$ cat config.mk
export PLATFORM = sky130hd
export DESIGN_NAME = add_sub_seq
export DESIGN_NICKNAME = d
export VERILOG_FILES = /design/src/rtl/add_sub_pkg.sv /design/src/rtl/nibble_alu.sv /design/src/rtl/add_sub_seq.sv
export SDC_FILE = /design/constraint.sdc
export NUM_CORES = 1
export LEC_CHECK = 0
export ABC_AREA = 1
export BUFFER_PORTS_ARGS = -buffer_cell sky130_fd_sc_hd__buf_2
export CAP_MARGIN = 20
export CORE_ASPECT_RATIO = 1.75
export CORE_UTILIZATION = 54
export DETAILED_ROUTE_END_ITERATION = 10
export PLACE_DENSITY = 0.79
export SYNTH_ARGS = -nofsm -noshare
export SYNTH_HDL_FRONTEND = slang
export SYNTH_SLANG_ARGS = --single-unit
export TNS_END_PERCENT = 100
$ cat constraint.sdc
create_clock -name clk -period 3.6 [get_ports clk]
set_clock_uncertainty 0.15 [all_clocks]
set_input_delay 0.36 -clock clk [delete_from_list [all_inputs] [get_ports clk]]
set_output_delay 0.36 -clock clk [all_outputs]
set_load 0.02 [all_outputs]
$ cat src/rtl/add_sub_pkg.sv
// Shared types and constants for the sliced add/sub sequencer.
package add_sub_pkg;

  localparam int unsigned SLICE_W = 4;

  typedef enum logic [1:0] {
    ST_IDLE = 2'd0,
    ST_RUN  = 2'd1,
    ST_DONE = 2'd2
  } state_t;

endpackage

$ cat src/rtl/nibble_alu.sv
// One W-bit add/subtract slice; b is inverted internally when op=1.
module nibble_alu
  import add_sub_pkg::*;
#(
  parameter int unsigned W = SLICE_W
) (
  input  logic [W-1:0] a,
  input  logic [W-1:0] b,
  input  logic         cin,
  input  logic         op,
  output logic [W-1:0] s,
  output logic         cout,
  output logic         ovf
);

  logic [W-1:0] bx;
  logic [W:0]   sum;

  assign bx   = b ^ {W{op}};
  assign sum  = (W+1)'(a) + (W+1)'(bx) + (W+1)'(cin);
  assign s    = sum[W-1:0];
  assign cout = sum[W];
  // carry into the MSB is recovered from the MSB sum bit and its operands
  assign ovf  = a[W-1] ^ bx[W-1] ^ sum[W-1] ^ sum[W];

endmodule

$ cat src/rtl/add_sub_seq.sv
// Wide add/subtract computed one slice per clock, LSB first, on a single shared ALU slice.
module add_sub_seq
  import add_sub_pkg::*;
#(
  parameter int unsigned W     = SLICE_W,
  parameter int unsigned WORDS = 4
) (
  input  logic               clk,
  input  logic               rst,
  input  logic               start,
  input  logic               op,
  input  logic [W*WORDS-1:0] a,
  input  logic [W*WORDS-1:0] b,
  output logic               busy,
  output logic               done,
  output logic [W*WORDS-1:0] s,
  output logic               cout,
  output logic               overflow
);

  localparam int unsigned N     = W * WORDS;
  localparam int unsigned IDX_W = (WORDS > 1) ? $clog2(WORDS) : 1;
  localparam logic [IDX_W-1:0] IDX_LAST = IDX_W'(WORDS - 1);

  state_t           state;
  logic [IDX_W-1:0] idx;
  logic [N-1:0]     a_q;
  logic [N-1:0]     b_q;
  logic             op_q;
  logic             c;

  logic [W-1:0]     slice_r;
  logic             slice_co;
  logic             slice_ovf;

  nibble_alu #(.W(W)) u_alu (
    .a   (a_q[idx*W +: W]),
    .b   (b_q[idx*W +: W]),
    .cin (c),
    .op  (op_q),
    .s   (slice_r),
    .cout(slice_co),
    .ovf (slice_ovf)
  );

  // Sequencer: latch operands, walk the slices, then hold results with a one-cycle done.
  always_ff @(posedge clk) begin
    if (rst) begin
      state    <= ST_IDLE;
      idx      <= '0;
      busy     <= 1'b0;
      done     <= 1'b0;
      s        <= '0;
      cout     <= 1'b0;
      overflow <= 1'b0;
      a_q      <= '0;
      b_q      <= '0;
      op_q     <= 1'b0;
      c        <= 1'b0;
    end else begin
      case (state)
        ST_IDLE: begin
          if (start) begin
            a_q   <= a;
            b_q   <= b;
            op_q  <= op;
            c     <= op;
            idx   <= '0;
            busy  <= 1'b1;
            state <= ST_RUN;
          end
        end
        ST_RUN: begin
          s[idx*W +: W] <= slice_r;
          c             <= slice_co;
          if (idx == IDX_LAST) begin
            cout     <= slice_co;
            overflow <= slice_ovf;
            done     <= 1'b1;
            state    <= ST_DONE;
          end else begin
            idx <= idx + 1'b1;
          end
        end
        ST_DONE: begin
          done  <= 1'b0;
          busy  <= 1'b0;
          state <= ST_IDLE;
        end
        default: begin
          state <= ST_IDLE;
        end
      endcase
    end
  end

endmodule

Word-level counts from Yosys, hierarchy flattened
Index checks and enable logic that the tools add are counted.
W data, S select, Z words.
{"block": "word_totals", "reg_bits": 58, "output_inout_bits": 20, "elab_cells": 53}
{"block": "op_classes", "n_shift": 4, "mux": 13, "reduce_logical": 11, "add_sub_neg": 4, "bitwise": 4, "n_eq_ne": 6}
{"cell": "$neg A4 Y34", "count": 1}
{"cell": "$shift A4 B34 Y16 const A", "count": 1}
{"cell": "$shiftx A4 B34 Y16", "count": 1}
{"cell": "$shiftx A16 B5 Y4", "count": 2}
{"cell": "$bwmux W16", "count": 1}
{"cell": "$reduce_and A2 Y1", "count": 6}
{"cell": "$mux W2", "count": 4}
{"cell": "$pmux W2 S2", "count": 2}
{"cell": "$ne A2 B2 Y1 const B", "count": 3}
{"cell": "$pmux W1 S2", "count": 3}
{"cell": "$reduce_bool A2 Y1", "count": 3}
{"cell": "$add A4 B4 Y5", "count": 1}
{"cell": "$add A5 B1 Y5", "count": 1}
{"cell": "$eq A2 B2 Y1 const B", "count": 2}
{"cell": "$xor A4 B4 Y4", "count": 1}
{"cell": "$mux W1", "count": 3}
{"cell": "$reduce_and A3 Y1", "count": 1}
{"cell": "$xor A1 B1 Y1", "count": 3}
{"cell": "$add A2 B1 Y2 const B", "count": 1}
{"cell": "$eq A2 B1 Y1 const B", "count": 1}
{"cell": "$logic_not A2 Y1", "count": 1}

Longest topological paths before layout
{"block": "logic_depth", "ltp_word": 6, "depth_mapped": 15}

Modules after synthesis
From an unflattened synthesis, not the netlist that was laid out.
{"block": "hier_totals", "hier_cells": 374, "hier_area_um2": 2776.4}
{"module": "add_sub_seq", "n_inst": 1, "cells_each": 336, "seq_area_each_um2": 1161.1, "area_each_um2": 2542.4}
{"module": "nibble_alu", "n_inst": 1, "cells_each": 38, "seq_area_each_um2": 0.0, "area_each_um2": 234.0}

Worst setup path before layout
OpenSTA, ideal clock, no wires.
{"block": "synth_timing", "path_type": "register to register", "start": "register idx[1]", "end": "register overflow", "period_less_slack_ps": 2751, "arrival_time_ps": 2493, "path_buffers": 1, "path_slack_ps": 849, "required_ps": 3341, "stages_incl_launch_ff": 16, "cell_sequence": "dfxtp_1 -> clkbuf_1 -> inv_1 -> o21ai_0 -> o22ai_1 -> xor2_1 -> fa_1 -> fa_1 -> nand2_1 -> nand2_1 -> a21oi_1 -> inv_1 -> nand2_1 -> nand3_1 -> nand2_1 -> inv_1"}
{"block": "synth_between", "elab_chain_cells": 6}
{"element": "start, declared", "line": "add_sub_seq.sv:26", "source": "logic [IDX_W-1:0] idx;"}
{"element": "start signal, assigned", "line": "add_sub_seq.sv:82", "source": "idx <= idx + 1'b1;"}
{"element": "$shiftx A16 B5 Y4", "line": "add_sub_seq.sv:38", "source": ".b (b_q[idx*W +: W]),"}
{"element": "$xor A4 B4 Y4", "line": "nibble_alu.sv:19", "source": "assign bx = b ^ {W{op}};"}
{"element": "$add A4 B4 Y5", "line": "nibble_alu.sv:20", "source": "assign sum = (W+1)'(a) + (W+1)'(bx) + (W+1)'(cin);"}
{"element": "$add A5 B1 Y5", "line": "nibble_alu.sv:20"}
{"element": "$xor A1 B1 Y1 (2 in series)", "line": "nibble_alu.sv:24", "source": "assign ovf = a[W-1] ^ bx[W-1] ^ sum[W-1] ^ sum[W];"}
{"element": "end signal, assigned", "line": "add_sub_seq.sv:78", "source": "overflow <= slice_ovf;"}
{"element": "end, declared", "line": "add_sub_seq.sv:18", "source": "output logic overflow"}
Several ways; a longest one is shown, not always the timed one.
A chain may end at the register's enable or synchronous reset.

Worst setup path in the final report
Ends and elaborated chain as after synthesis.

==> key figures <==
Run status
  • Outcome: complete, no violations

Detailed routing
  • DRC violation count after routing: 0
  • Wire per inst: 12.4 um
  • Vias per inst: 5.15
  • Routed vias: 2350
  • Number of DRC markers in iteration 0: 66
  • Final wirelength: 5.67 mm
  • Remaining antenna violation count after routing: 0
  • First-pass DRT Iterations: 5

Min path
  • Cells on Worst Hold Path: 3
  • Worst hold path class: in2reg

Global routing
  • Global-route wire length before repair: 9.14 mm
  • Largest net degree at the start of global routing: 38
  • Global route overflow: 0
  • Vias in the first global route: 2120
  • Initial antenna violation count: 0
  • Tot GR Track Use: 0.254

Final layout
  • FILL cells: 457
  • Fin util: 0.654
  • Commonest cells after routing, fill and taps aside: 93 x nor2_1, 58 x dfxtp_1, 55 x buf_2
  • Ratio of cells with drive above 1 in the final layout: 0.203
  • Commonest non-fill, non-tap cell in the layout: nor2_1
  • # diodes: 0
  • Fin nets: 446
  • Area Overhead vs Synth: 17.6%

Timing
  • Final min period: 2990 ps
  • Max-slew headroom: 0.626
  • Unrepaired setup endpoints after global routing: no
  • Period utilization: 0.831
  • Worst-Margin Slew: 559 ps
  • Final Max Tran Viols: 0
  • Setup TNS: 0 ps
  • Worst hold slack: 104 ps
  • Fmax: 334 MHz
  • Hold Fails Final Rpt: 0
  • Final setup fails: 0

Die
  • FP Rows: 33
  • DIE HEIGHT: 93.7 um
  • Chip Width: 54.4 um
  • Core area: 4670 sq um
  • # IOs: 56
  • Die ar.: 5100 sq um
  • Initial Utilization: 0.556

Worst setup path
  • Max FO, Critical Path: 13
  • Crit Path Class: reg2reg
  • WP data required: 3690 ps
  • Critical path startpoint category: register
  • Worst EP arrival: 3090 ps
  • CP endpoint kind: register
  • Worst r2r path cells: 14

Clock network
  • CTS max path bufs: 2
  • Num CTS Buffers: 9
  • Num Clock Sinks: 58
  • Skew-Pair Late Insertion Delay: 340 ps
  • # resized after CTS: 0
  • Root buf cell: clkbuf_8
  • CTS H-tree depth: 3
  • Clk slew on worst S/H paths: 60 ps
  • Postcts setup bufs: 0
  • CTS tree: yes
  • CTS Hold Bufs: 0

Synthesis
  • Cells after Synth: 347
  • Largest area contributor in the netlist: dfxtp_1
  • Seq/Total Area, Yosys: 0.447
  • Post-Synthesis Cell Area: 2590 sq um
  • Synthesized area per cell: 7.48 sq um
  • Synth cell types: 24
  • Top post-synthesis cells by area: dfxtp_1 45%, nor2_1 13%, o21ai_0 9.3%, nand2_1 5.9%, ha_1 4.3%
  • FF+latch count, synth: 58
  • Proportion of netlist area held by the largest area contributor: 0.447
  • Synth warn: 0
  • Syn Nets: 394

Placement
  • DP HPWL: 4.15 mm
  • Routability congestion estimate: 0.882
  • PortBufs: 55

Pwr
  • Max VDD drop: 0.000509 V
  • Pwr Total: 1.61 mW
  • Leakage: 1.40 nW
  • Pwr Density: 527 nW/um^2

Run
  • # Max-Cap Violations: 0
## stage by stage
stage	instance area [sq um]	setup slack (ps)	cells
after CTS	3050	622	456
final	3050	608	456
after floorplan	2590	849	347
after detailed placement	2870	620	440
after global placement	2870	730	440
after global routing	3050	244	456
## cell usage after synthesis, drive strengths merged
cell type  number
nor2           97
dfxtp          58
o21ai          51
nand2          44
a21oi          22
inv            15
nand3          10
buf             9
ha              9
clkbuf          8
o22ai           8
xor2            5
a22oi           4
fa              2
nand4           2
clkinv          1
nor3            1
o21a            1
## kinds of logic after synthesis
group / share of synthesized area
AO/OA/AOI/OAI: 0.175
flip-flops: 0.447
buffers and inverters: 0.0559
XOR/XNOR: 0.0169
adder cells (fa/ha/maj): 0.0588
AND/OR/NAND/NOR: 0.246
## worst paths after layout
kind	start	end	slack (ps)
setup / recovery	idx[1]	overflow	610
hold / removal	a[7]	a_q[7]	100
hold reg to reg	s[12]	s[12]	310
setup reg to reg	idx[1]	overflow	610
## registers in the layout, summed over array words and instances, names as in the netlist
| register | flops |
|---|---|
| a_q | 16 |
| cout | 1 |
| busy | 1 |
| idx | 2 |
| done | 1 |
| b_q | 16 |
| state | 2 |
| op_q | 1 |
| s | 16 |
| overflow | 1 |
| c | 1 |
## power by group
group	switching [mW]	leakage (nW)	total, mW	internal [mW]
sequential	0.0269	0.476	0.712	0.685
combinational	0.218	0.828	0.339	0.121
clock	0.239	0.0914	0.557	0.318
total	0.484	1.40	1.61	1.12
## layer usage
metal | vias up | wire length [um] | GRT usage
met5 | - | 0 | 0
met4 | 0 | 250 | 0.182
met3 | 20 | 243 | 0.0663
met2 | 71 | 2940 | 0.418
met1 | 1021 | 2230 | 0.263
li1 | 1238 | - | -
## worst max-delay path, cell delays in order, from the launching register on
cell and delay, ps:
dfxtp_1 530, inv_1 250, o21ai_0 140, o22ai_1 100
xor2_1 170, fa_1 470, fa_1 440, nand2_1 90
nand2_1 50, a21oi_1 240, inv_1 70, nand2_1 60
nand3_1 70, nand2_1 60, inv_1 30
## final cells by class
cell class	count	area, sq um	area share
inverter	16	60.1	0.0197
clock inverter	3	40.0	0.0131
clock buffer	13	139	0.0455
sequential	58	1160	0.380
tap	52	65.1	0.0213
multi-input combinational	256	1290	0.422
timing repair buffer	58	298	0.0976
(Power assumes the default switching activity.)
